File: src/rtl/riscv_pkg.sv
// Shared RV32I load/store definitions: funct3 width codes and LSU state encoding.
package riscv_pkg;
  localparam logic [2:0] F3_B  = 3'b000;
  localparam logic [2:0] F3_H  = 3'b001;
  localparam logic [2:0] F3_W  = 3'b010;
  localparam logic [2:0] F3_BU = 3'b100;
  localparam logic [2:0] F3_HU = 3'b101;

  typedef enum logic [1:0] {
    ST_IDLE   = 2'd0,
    ST_ACCESS = 2'd1,
    ST_MERGE  = 2'd2,
    ST_RESP   = 2'd3
  } lsu_state_e;
endpackage

File: src/rtl/lsu_align.sv
// Combinational lane logic: load extraction/extension and SB/SH read-modify-write merge.
module lsu_align
  import riscv_pkg::*;
(
  input  logic [31:0] i_rdata,
  input  logic [2:0]  i_funct3,
  input  logic [1:0]  i_lane,
  input  logic [31:0] i_old,
  input  logic [31:0] i_wdata,
  output logic [31:0] o_load,
  output logic [31:0] o_merge
);
  logic [7:0]  w_byte;
  logic [15:0] w_half;

  always_comb begin
    w_byte = i_rdata[{i_lane, 3'b000} +: 8];
    w_half = i_lane[1] ? i_rdata[31:16] : i_rdata[15:0];
    case (i_funct3)
      F3_B:    o_load = {{24{w_byte[7]}}, w_byte};
      F3_BU:   o_load = {24'd0, w_byte};
      F3_H:    o_load = {{16{w_half[15]}}, w_half};
      F3_HU:   o_load = {16'd0, w_half};
      F3_W:    o_load = i_rdata;
      default: o_load = '0;
    endcase
  end

  always_comb begin
    o_merge = i_old;
    case (i_funct3)
      F3_B: o_merge[{i_lane, 3'b000} +: 8] = i_wdata[7:0];
      F3_H: begin
        if (i_lane[1]) o_merge[31:16] = i_wdata[15:0];
        else           o_merge[15:0]  = i_wdata[15:0];
      end
      default: o_merge = i_old;
    endcase
  end
endmodule

File: src/rtl/load_store_unit.sv
// Single-outstanding load/store unit in front of a word-addressed memory without byte enables.
module load_store_unit
  import riscv_pkg::*;
#(
  parameter int DEPTH = 32,
  parameter int IDX_W = 32
) (
  input  logic             clk,
  input  logic             reset,
  input  logic             req_valid,
  output logic             req_ready,
  input  logic             req_we,
  input  logic [2:0]       req_funct3,
  input  logic [31:0]      req_addr,
  input  logic [31:0]      req_wdata,
  output logic             resp_valid,
  input  logic             resp_ready,
  output logic [31:0]      resp_rdata,
  output logic             resp_err,
  output logic [IDX_W-1:0] mem_addr,
  output logic [31:0]      mem_wdata,
  output logic             mem_wr_en,
  input  logic [31:0]      mem_rdata
);
  lsu_state_e  r_state, w_next;
  logic        r_we, r_err;
  logic [2:0]  r_f3;
  logic [31:0] r_addr, r_wdata, r_merge, r_rdata;
  logic        w_illegal, w_accept, w_is_sw;
  logic [31:0] w_load, w_merge;

  always_comb begin
    case (req_funct3)
      F3_B:         w_illegal = 1'b0;
      F3_BU, F3_HU: w_illegal = req_we | (req_funct3 == F3_HU && req_addr[0]);
      F3_H:         w_illegal = req_addr[0];
      F3_W:         w_illegal = |req_addr[1:0];
      default:      w_illegal = 1'b1;
    endcase
    if ({2'b00, req_addr[31:2]} >= 32'(DEPTH)) w_illegal = 1'b1;
  end

  assign w_accept = req_valid && (r_state == ST_IDLE);
  assign w_is_sw  = r_we && (r_f3 == F3_W);

  always_comb begin
    w_next = r_state;
    case (r_state)
      ST_IDLE:   if (w_accept) w_next = w_illegal ? ST_RESP : ST_ACCESS;
      ST_ACCESS: w_next = (r_we && !w_is_sw) ? ST_MERGE : ST_RESP;
      ST_MERGE:  w_next = ST_RESP;
      ST_RESP:   if (resp_ready) w_next = ST_IDLE;
      default:   w_next = ST_IDLE;
    endcase
  end

  always_ff @(posedge clk or posedge reset) begin
    if (reset) r_state <= ST_IDLE;
    else       r_state <= w_next;
  end

  always_ff @(posedge clk or posedge reset) begin
    if (reset) begin
      r_we    <= 1'b0;
      r_f3    <= '0;
      r_addr  <= '0;
      r_wdata <= '0;
      r_merge <= '0;
      r_rdata <= '0;
      r_err   <= 1'b0;
    end else begin
      case (r_state)
        ST_IDLE: if (w_accept) begin
          r_we    <= req_we;
          r_f3    <= req_funct3;
          r_addr  <= req_addr;
          r_wdata <= req_wdata;
          r_err   <= w_illegal;
        end
        ST_ACCESS: begin
          if (!r_we)         r_rdata <= w_load;
          else if (!w_is_sw) r_merge <= mem_rdata;
        end
        ST_RESP: if (resp_ready) begin
          r_rdata <= '0;
          r_err   <= 1'b0;
        end
        default: ;
      endcase
    end
  end

  lsu_align u_align (
    .i_rdata  (mem_rdata),
    .i_funct3 (r_f3),
    .i_lane   (r_addr[1:0]),
    .i_old    (r_merge),
    .i_wdata  (r_wdata),
    .o_load   (w_load),
    .o_merge  (w_merge)
  );

  // Write strobe is a pure state decode so reset kills it without waiting for an edge.
  always_comb begin
    mem_wr_en = 1'b0;
    mem_wdata = '0;
    if (r_state == ST_ACCESS && w_is_sw) begin
      mem_wr_en = 1'b1;
      mem_wdata = r_wdata;
    end else if (r_state == ST_MERGE) begin
      mem_wr_en = 1'b1;
      mem_wdata = w_merge;
    end
  end

  assign mem_addr   = (r_state == ST_IDLE) ? '0 : IDX_W'(r_addr[31:2]);
  assign req_ready  = (r_state == ST_IDLE);
  assign resp_valid = (r_state == ST_RESP);
  assign resp_rdata = r_rdata;
  assign resp_err   = r_err;
endmodule

File: config.mk
export PLATFORM = sky130hd
export DESIGN_NAME = load_store_unit
export DESIGN_NICKNAME = d
export VERILOG_FILES = /design/src/rtl/riscv_pkg.sv /design/src/rtl/lsu_align.sv /design/src/rtl/load_store_unit.sv
export SDC_FILE = /design/constraint.sdc
export NUM_CORES = 1
export LEC_CHECK = 0
export ABC_AREA = 1
export BUFFER_PORTS_ARGS = -buffer_cell sky130_fd_sc_hd__buf_2
export CAP_MARGIN = 20
export CORE_MARGIN = 3
export CORE_UTILIZATION = 50
export CTS_CLUSTER_SIZE = 12
export DETAILED_ROUTE_END_ITERATION = 6
export GPL_ROUTABILITY_DRIVEN = 0
export PLACE_DENSITY = 0.76
export SLEW_MARGIN = 30
export SYNTH_ARGS = -nofsm -noshare
export SYNTH_HDL_FRONTEND = slang
export SYNTH_SLANG_ARGS = --single-unit
File: constraint.sdc
create_clock -name clk -period 6.1 [get_ports clk]
set_input_delay 0.915 -clock clk [delete_from_list [all_inputs] [get_ports clk]]
set_output_delay 0.915 -clock clk [all_outputs]
set_load 0.03 [all_outputs]
==> results of run 1 <==
## routing by layer
metal / wire, um / part of all wire (%) / vias to the layer above / track usage [%]
li1: - / - / 3519 / -
met1: 8990 / 42 / 3348 / 34.3
met2: 10200 / 47 / 317 / 42.3
met3: 1620 / 7.5 / 67 / 6.88
met4: 753 / 3.5 / 0 / 11.9
met5: 0 / 0 / - / 0
## cell families (layout without fill, tap and decap cells)
logic type               count (synthesis)  after routing  synth area share (%)
AND/OR/NAND/NOR                        577            577                  30.4
multiplexers                            38             38                  6.24
buffers and inverters                  149            338                  8.36
adder cells (fa/ha/maj)                  9              9                  1.51
flip-flops                             135            135                  45.3
other                                    1              2                0.0503
AO/OA/AOI/OAI                          118            118                  8.14
## worst max-delay path: cells and delay by family, from the launching register on
family        cells  cell delay, ps
simple gates      8             840
fa+ha+maj         1             460
buf+inv           2             490
flops             1             900
## where the power goes
part	internal [mW]	total, mW	switching, mW	leakage, nW
sequential	1.30	1.59	0.293	1.61
combinational	0.896	2.89	1.99	3.40
clock	0.665	1.06	0.399	0.297
total	2.86	5.54	2.68	5.30
## worst paths after layout
| kind | startpoint | endpoint | slack (ps) | depth (start not counted) |
|---|---|---|---|---|
| min | resp_rdata[31] | resp_rdata[31] | 480 | 2 |
| min reg2reg | resp_rdata[31] | resp_rdata[31] | 480 | 2 |
| min in group asynchronous | reset | resp_rdata[3] | 640 | 2 |
| max | r_addr[1] | mem_wdata[18] | 2070 | 11 |
| max in group asynchronous | reset | r_wdata[10] | 4290 | 3 |
| max reg2reg | r_addr[1] | resp_rdata[15] | 3680 | 6 |
## sequential cells by signal (all words and copies together), names as in the netlist
signal and flops:
r_we 1, r_addr 32, r_state 2, r_wdata 32, resp_err 1, resp_rdata 32, r_f3 3, r_merge 32
## area by class of cell
type	instances	area, um2	share of cell area [%]
Clock inverter	11	148	1.62
Multi-Input combinational cell	744	3470	38.2
Sequential cell	135	3380	37.1
Tap cell	180	225	2.47
Clock buffer	21	460	5.06
Timing Repair Buffer	204	1030	11.3
Inverter	102	385	4.23
## per-stage QoR
stage | hold slack (ps) | instance area (um2)
floorplan | 453 | 7460
global placement | 459 | 8480
detailed placement | 464 | 8480
CTS | 481 | 9090
global route | 503 | 9100
finish | 477 | 9100
## cell usage in the layout, fill, tap and decap left out, types with 3 or more instances in the layout
master | Yosys | layout
sky130_fd_sc_hd__nand2_1 | 403 | 402
sky130_fd_sc_hd__buf_2 | 27 | 201
sky130_fd_sc_hd__dfrtp_1 | 135 | 135
sky130_fd_sc_hd__nor2_1 | 118 | 118
sky130_fd_sc_hd__inv_1 | 94 | 92
sky130_fd_sc_hd__o21ai_0 | 56 | 56
sky130_fd_sc_hd__a21oi_1 | 54 | 54
sky130_fd_sc_hd__nand3_1 | 42 | 42
sky130_fd_sc_hd__mux2_2 | 28 | 28
sky130_fd_sc_hd__clkbuf_16 | 0 | 17
sky130_fd_sc_hd__mux2_4 | 10 | 10
sky130_fd_sc_hd__ha_1 | 9 | 9
sky130_fd_sc_hd__inv_2 | 8 | 8
sky130_fd_sc_hd__nand2_2 | 7 | 6
sky130_fd_sc_hd__o211ai_1 | 5 | 5
sky130_fd_sc_hd__nand2_4 | 1 | 3
sky130_fd_sc_hd__bufinv_16 | 0 | 3
sky130_fd_sc_hd__clkinv_4 | 0 | 3
sky130_fd_sc_hd__clkinv_2 | 0 | 3
==> Implementation_results.wiki, run 1 <==
{| class="wikitable"
! Metric !! Value
|-
| Area fraction of the dominant cell type after synthesis || 45.3%
|-
| Maximum clock insertion buffer count || 2
|-
| Yosys cell types || 27
|-
| Cell Count, Final, Fillers Out || 1397
|-
| RSZ-0062 raised after global routing || no
|-
| Largest cells by area after synthesis || sky130_fd_sc_hd__dfrtp_1 (45%), sky130_fd_sc_hd__nand2_1 (20%), sky130_fd_sc_hd__nor2_1 (5.9%), sky130_fd_sc_hd__inv_1 (4.7%), sky130_fd_sc_hd__mux2_2 (4.2%)
|-
| Per-instance average area after synthesis || 7.26 um2
|-
| # port buffers || 201
|-
| First-pass iteration count of the detailed router || 7
|-
| Count of pins over their slew limit || 0
|-
| Number of standard-cell rows in the floorplan || 43
|-
| Core region area || 14200 um2
|-
| Most frequent cells after synthesis || sky130_fd_sc_hd__nand2_1 (403), sky130_fd_sc_hd__dfrtp_1 (135), sky130_fd_sc_hd__nor2_1 (118)
|-
| Max incr delay on CP || 900 ps
|-
| Critical path launch point type || register
|-
| Number of antenna violations at the first check in global routing || 0
|-
| Horizontal extent of the die || 128 um
|-
| Clock buffer count from CTS || 17
|-
| Worst-Skew Late Latency || 430 ps
|-
| Setup TNS || 0 ps
|-
| Count of nets after finishing || 1317
|-
| Number of H-tree levels || 4
|-
| Global-route wire length before repair || 34.5 mm
|-
| GRT overflow || 0
|-
| Hold Vio Cnt, Final || 0
|-
| Violation count after the first detailed-route iteration || 571
|-
| Initial Util || 52.5%
|-
| Post-synth EDFFs || 0
|-
| FFs w/ async S/R, synth || 100%
|-
| Post-cts repair resize count || 0
|-
| Most repeated library cell on the critical path || sky130_fd_sc_hd__nand2_1
|-
| Number of buffers inserted by hold repair at cts || 0
|-
| Maximum frequency from static timing analysis || 248 MHz
|-
| Start-to-end type of the worst setup path || reg -> out
|-
| Setup clock skew after layout || 6.09 ps
|-
| Total wire length || 21.5 mm
|-
| Transition time of the tightest slew-check pin || 867 ps
|-
| Number of endpoints failing setup at the final stage || 0
|-
| Master cell of the clock root buffer || sky130_fd_sc_hd__clkbuf_16
|-
| Power per standard cell area || 609 nW/um2
|-
| Post-layout worst setup margin || 2070 ps
|-
| Cell Count Post-Placement || 1365
|-
| Crit-path cells || inv_1, ha_1, nand2_1, nor2_1, nand3_1, nand2_2, nand2_1, nand2_1, nand2_1, nand2_1, buf_2
|-
| Synth area leader || sky130_fd_sc_hd__dfrtp_1
|-
| Worst relative slew slack || 41.9%
|-
| Most frequently used cell type in the post-synthesis netlist || sky130_fd_sc_hd__nand2_1
|-
| Clock transition at the registers of the reported paths || 60 ps
|-
| Average wire per standard cell || 15.4 um
|-
| Setup slack after placement || 2560 ps
|-
| Filler Cell Count || 1340
|-
| Total standard cell area after synthesis || 7450 um2
|-
| CTS tree || done
|-
| Y dimension of the die || 128 um
|-
| Share of cells above drive strength 1 || 24.2%
|-
| Antenna violation net count after detailed routing || 0
|-
| Max-Cap Viols || 0
|-
| PnR Total Power || 5.54 mW
|-
| Via count || 7251
|-
| Number of placed I/O pins || 204
|-
| Number of global-route vias before repair || 7025
|-
| Outcome || completed
|-
| Data arrival at the endpoint of the critical path || 3110 ps
|-
| Cell with the largest stage delay on the worst path || sky130_fd_sc_hd__dfrtp_1
|-
| Half-perimeter wire length of the detailed placement result || 15.7 mm
|-
| Leading register cell type out of synthesis || sky130_fd_sc_hd__dfrtp_1
|-
| Synthesis-stage register bit count || 135
|-
| Yosys warns || 0
|-
| Floorplan die area || 16400 um2
|-
| Layout Utilization || 64.1%
|-
| Maximum VDD drop || 0.000381 V
|-
| Clock period minus worst slack || 4030 ps
|-
| Required time at the endpoint of the critical path || 5180 ps
|-
| Critical Path Sink Type || output port
|-
| Hold crit path type || reg -> reg
|-
| Leakage || 5.30 nW
|-
| Final antenna diode count || 0
|-
| Post-CTS setup buffer count || 0
|-
| Register area share after synthesis || 45.3%
|-
| Maximum number of pins on one net before global-route repair || 75
|-
| Maximum net fanout on the critical path || 34
|-
| Post-detailed-route DRC marker count || 0
|-
| Synthesis-to-layout area growth || 22.1%
|-
| Gr usage total || 26.6%
|-
| Count of mapped cells out of synthesis || 1027
|-
| Share of the cycle needed by the critical path after routing || 66.0%
|-
| Clock sink count || 135
|-
| Detail-routed via count per cell || 5.19
|}
Power figures use the tool's default switching activity.
==> run 2, diff against run 1 <==
- CORE_UTILIZATION: 50 -> 48
- clock period: 6.1 -> 3.4 ns (I/O delays scaled with it)
==> run 2 against run 1 <==
Utilization shrank 2.5 points. Sequential power grew 78%. Cell count grew 0.79%. First-iteration DRC count grew 31%. Clock power grew 78%. Via count shrank 0.69%. Critical endpoint is now mem_wdata[9].
==> Implementation_results.wiki, run 2 (synthesis gave the netlist of run 1 again) <==
{| class="wikitable"
! Metric !! Value
|-
| Maximum clock insertion buffer count || 2 (unchanged)
|-
| Part of the power in combinational logic || 52.7% (+0.6 points)
|-
| Clock period minus worst slack || 3130 ps
|-
| Via count || 7201 (-0.69%)
|-
| Clock Power Share || 19.0% (-0.2 points)
|-
| Detail-routed via count per cell || 5.11 (-1.5%)
|-
| Uppermost layer routed || met4
|-
| Power per standard cell area || 1090 nW/um2 (+79%)
|-
| Required time at the endpoint of the critical path || 2890 ps (-2290 ps)
|-
| Leakage || 5.32 nW (+0.30%)
|-
| Maximum net fanout on the critical path || 33 (-2.9%)
|-
| NetSw || 4.86 mW (+81%)
|-
| Average wire per standard cell || 15.4 um (-0.26%)
|-
| Sequential power share || 28.3% (-0.4 points)
|-
| Critical path launch point type || register
|-
| Transition time of the tightest slew-check pin || 808 ps (-58.9 ps)
|-
| Maximum VDD drop || 0.000577 V (+51%)
|-
| Maximum frequency from static timing analysis || 319 MHz
|-
| Worst path buffer plus inverter count || 3 (+1)
|-
| Y dimension of the die || 131 um (+2.0%)
|-
| Number of standard-cell rows in the floorplan || 44 (+2.3%)
|-
| Half-perimeter wire length of the detailed placement result || 16.1 mm (+2.6%)
|-
| Post-CTS setup buffer count || 0 (unchanged)
|-
| Max-Cap Viols || 0 (unchanged)
|-
| # port buffers || 201 (unchanged)
|-
| Clock sink count || 135 (unchanged)
|-
| Clock transition at the registers of the reported paths || 60 ps (about the same)
|-
| Number of endpoints failing setup at the final stage || 0 (unchanged)
|-
| Worst relative slew slack || 46.0% (+4.1 points)
|-
| Total wire length || 21.7 mm (+0.53%)
|-
| Share of the cycle needed by the critical path after routing || 92.2%
|-
| CTS tree || done
|-
| Cell Count Post-Placement || 1375 (+0.73%)
|-
| Largest delay contributor family on the critical path || buffers and inverters
|-
| Worst-Skew Late Latency || 430 ps (about the same)
|-
| Routed length on met3 || 1.66 mm (+2.2%)
|-
| Number of antenna violations at the first check in global routing || 1 (+1)
|-
| RSZ-0062 raised after global routing || no
|-
| Core region area || 14900 um2 (+4.7%)
|-
| WL met2 || 10.1 mm (-0.78%)
|-
| Number of H-tree levels || 4 (unchanged)
|-
| Master cell of the clock root buffer || sky130_fd_sc_hd__clkbuf_16
|-
| Count of pins over their slew limit || 0 (unchanged)
|-
| Setup clock skew after layout || 6.51 ps (+0.416 ps)
|-
| Cell with the largest stage delay on the worst path || sky130_fd_sc_hd__dfrtp_1
|-
| Setup TNS || 0 ps (unchanged)
|-
| Outcome || completed
|-
| Most repeated library cell on the critical path || sky130_fd_sc_hd__nand2_1
|-
| Cell internal power dissipation || 5.12 mW (+79%)
|-
| Net switching share of the total power || 48.7% (+0.31 points)
|-
| Start-to-end type of the worst setup path || reg -> out
|-
| Leading cell types in the layout, fill and taps excluded || sky130_fd_sc_hd__nand2_1 (402), sky130_fd_sc_hd__buf_2 (201), sky130_fd_sc_hd__dfrtp_1 (134)
|-
| Gr usage total || 25.7% (-0.87 points)
|-
| Initial Util || 50.1% (-2.3 points)
|-
| Violation count after the first detailed-route iteration || 748 (+31%)
|-
| Most common cell after layout, fill and taps aside || sky130_fd_sc_hd__nand2_1
|-
| Crit-path cells || nor2_1, nand2_2, inv_2, nand2_1, inv_2, nand2_1, nand2_1, buf_2
|-
| Cell Count, Final, Fillers Out || 1408 (+0.79%)
|-
| Routed length on met1 || 9.46 mm (+5.3%)
|-
| Critical Path Sink Type || output port
|-
| Share of cells above drive strength 1 || 24.9% (+0.70 points)
|-
| Clock buffer count from CTS || 17 (unchanged)
|-
| Number of global-route vias before repair || 6797 (-3.2%)
|-
| Data arrival at the endpoint of the critical path || 2620 ps (-490 ps)
|-
| GRT overflow || 0 (unchanged)
|-
| Hold crit path type || in -> async
|-
| Count of nets after finishing || 1323 (+0.46%)
|-
| Number of buffers inserted by hold repair at cts || 0 (unchanged)
|-
| Global-route wire length before repair || 34.1 mm (-1.1%)
|-
| Horizontal extent of the die || 131 um (+2.0%)
|-
| Post-detailed-route DRC marker count || 0 (unchanged)
|-
| Synthesis-to-layout area growth || 22.9%
|-
| PnR Total Power || 9.98 mW (+80%)
|-
| Floorplan die area || 17100 um2 (+4.0%)
|-
| First-pass iteration count of the detailed router || 7 (unchanged)
|-
| Hold Vio Cnt, Final || 0 (unchanged)
|-
| Max incr delay on CP || 460 ps (-440 ps)
|-
| Antenna violation net count after detailed routing || 0 (unchanged)
|-
| Maximum number of pins on one net before global-route repair || 75 (unchanged)
|-
| Number of placed I/O pins || 204 (unchanged)
|}
-- run 2: cell types whose count changed in the layout (fill, tap and decap cells not counted), sizes merged --
cell      delta
buf          +6
clkbuf       -4
clkinvlp     +4
inv          +1
diode        +1
clkinv       -1
-- run 2: cell type report --
cell class	count	area [um2]
clock inverter	15	179
clock buffer	17	425
multi-input combinational	744	3470
antenna	1	2.50
tap	184	230
timing repair buffer	210	1090
fill	1407	5710
sequential	135	3380
inverter	102	387
-- run 2: metrics by stage --
| stage | hold WS [ps] | setup slack, ps | cell area (um2) | util [%] |
|---|---|---|---|---|
| detailed placement | 461 | 662 | 8540 | 57.5 |
| CTS | 229 | 186 | 9150 | 61.5 |
| global route | 275 | 0.999 | 9160 | 61.6 |
| finish | 215 | 265 | 9160 | 61.6 |
| global placement | 460 | 746 | 8540 | 57.5 |
| floorplan | 453 | 1050 | 7460 | - |
-- run 2: routing by layer --
layer / vias to the layer above / global-route usage (%)
met4: 0 / 8.47
li1: 3539 / -
met2: 305 / 40.8
met3: 32 / 6.71
met1: 3325 / 34.6
met5: - / 0
-- run 2: worst paths after layout --
path / start / endpoint / slack [ps] / depth (start not counted)
max: r_f3[0] / mem_wdata[9] / 270 / 8
min: reset / r_wdata[8] / 210 / 2
max reg2reg: r_addr[1] / resp_rdata[15] / 1150 / 8
min reg2reg: resp_rdata[23] / resp_rdata[23] / 470 / 2
max in group asynchronous: reset / r_addr[0] / 2180 / 3
min in group clk: req_wdata[8] / r_wdata[8] / 310 / 2
-- run 2: what timing repair did --
item,in CTS,in global routing
gates resized for setup,0,1
hold endpoints to repair,0,0
endpoints found under the setup margin,0,8
-- run 2: power groups by stage --
stage | Sequential [mW] | Combinational (mW) | Clock [mW]
final | 2.83 | 5.26 | 1.89
after global placement | 2.82 | 5.17 | 0
after detailed placement | 2.84 | 5.20 | 0
after CTS | 2.82 | 5.25 | 1.91
after global routing | 2.90 | 5.84 | 1.98
after floorplan | 2.90 | 3.75 | 0
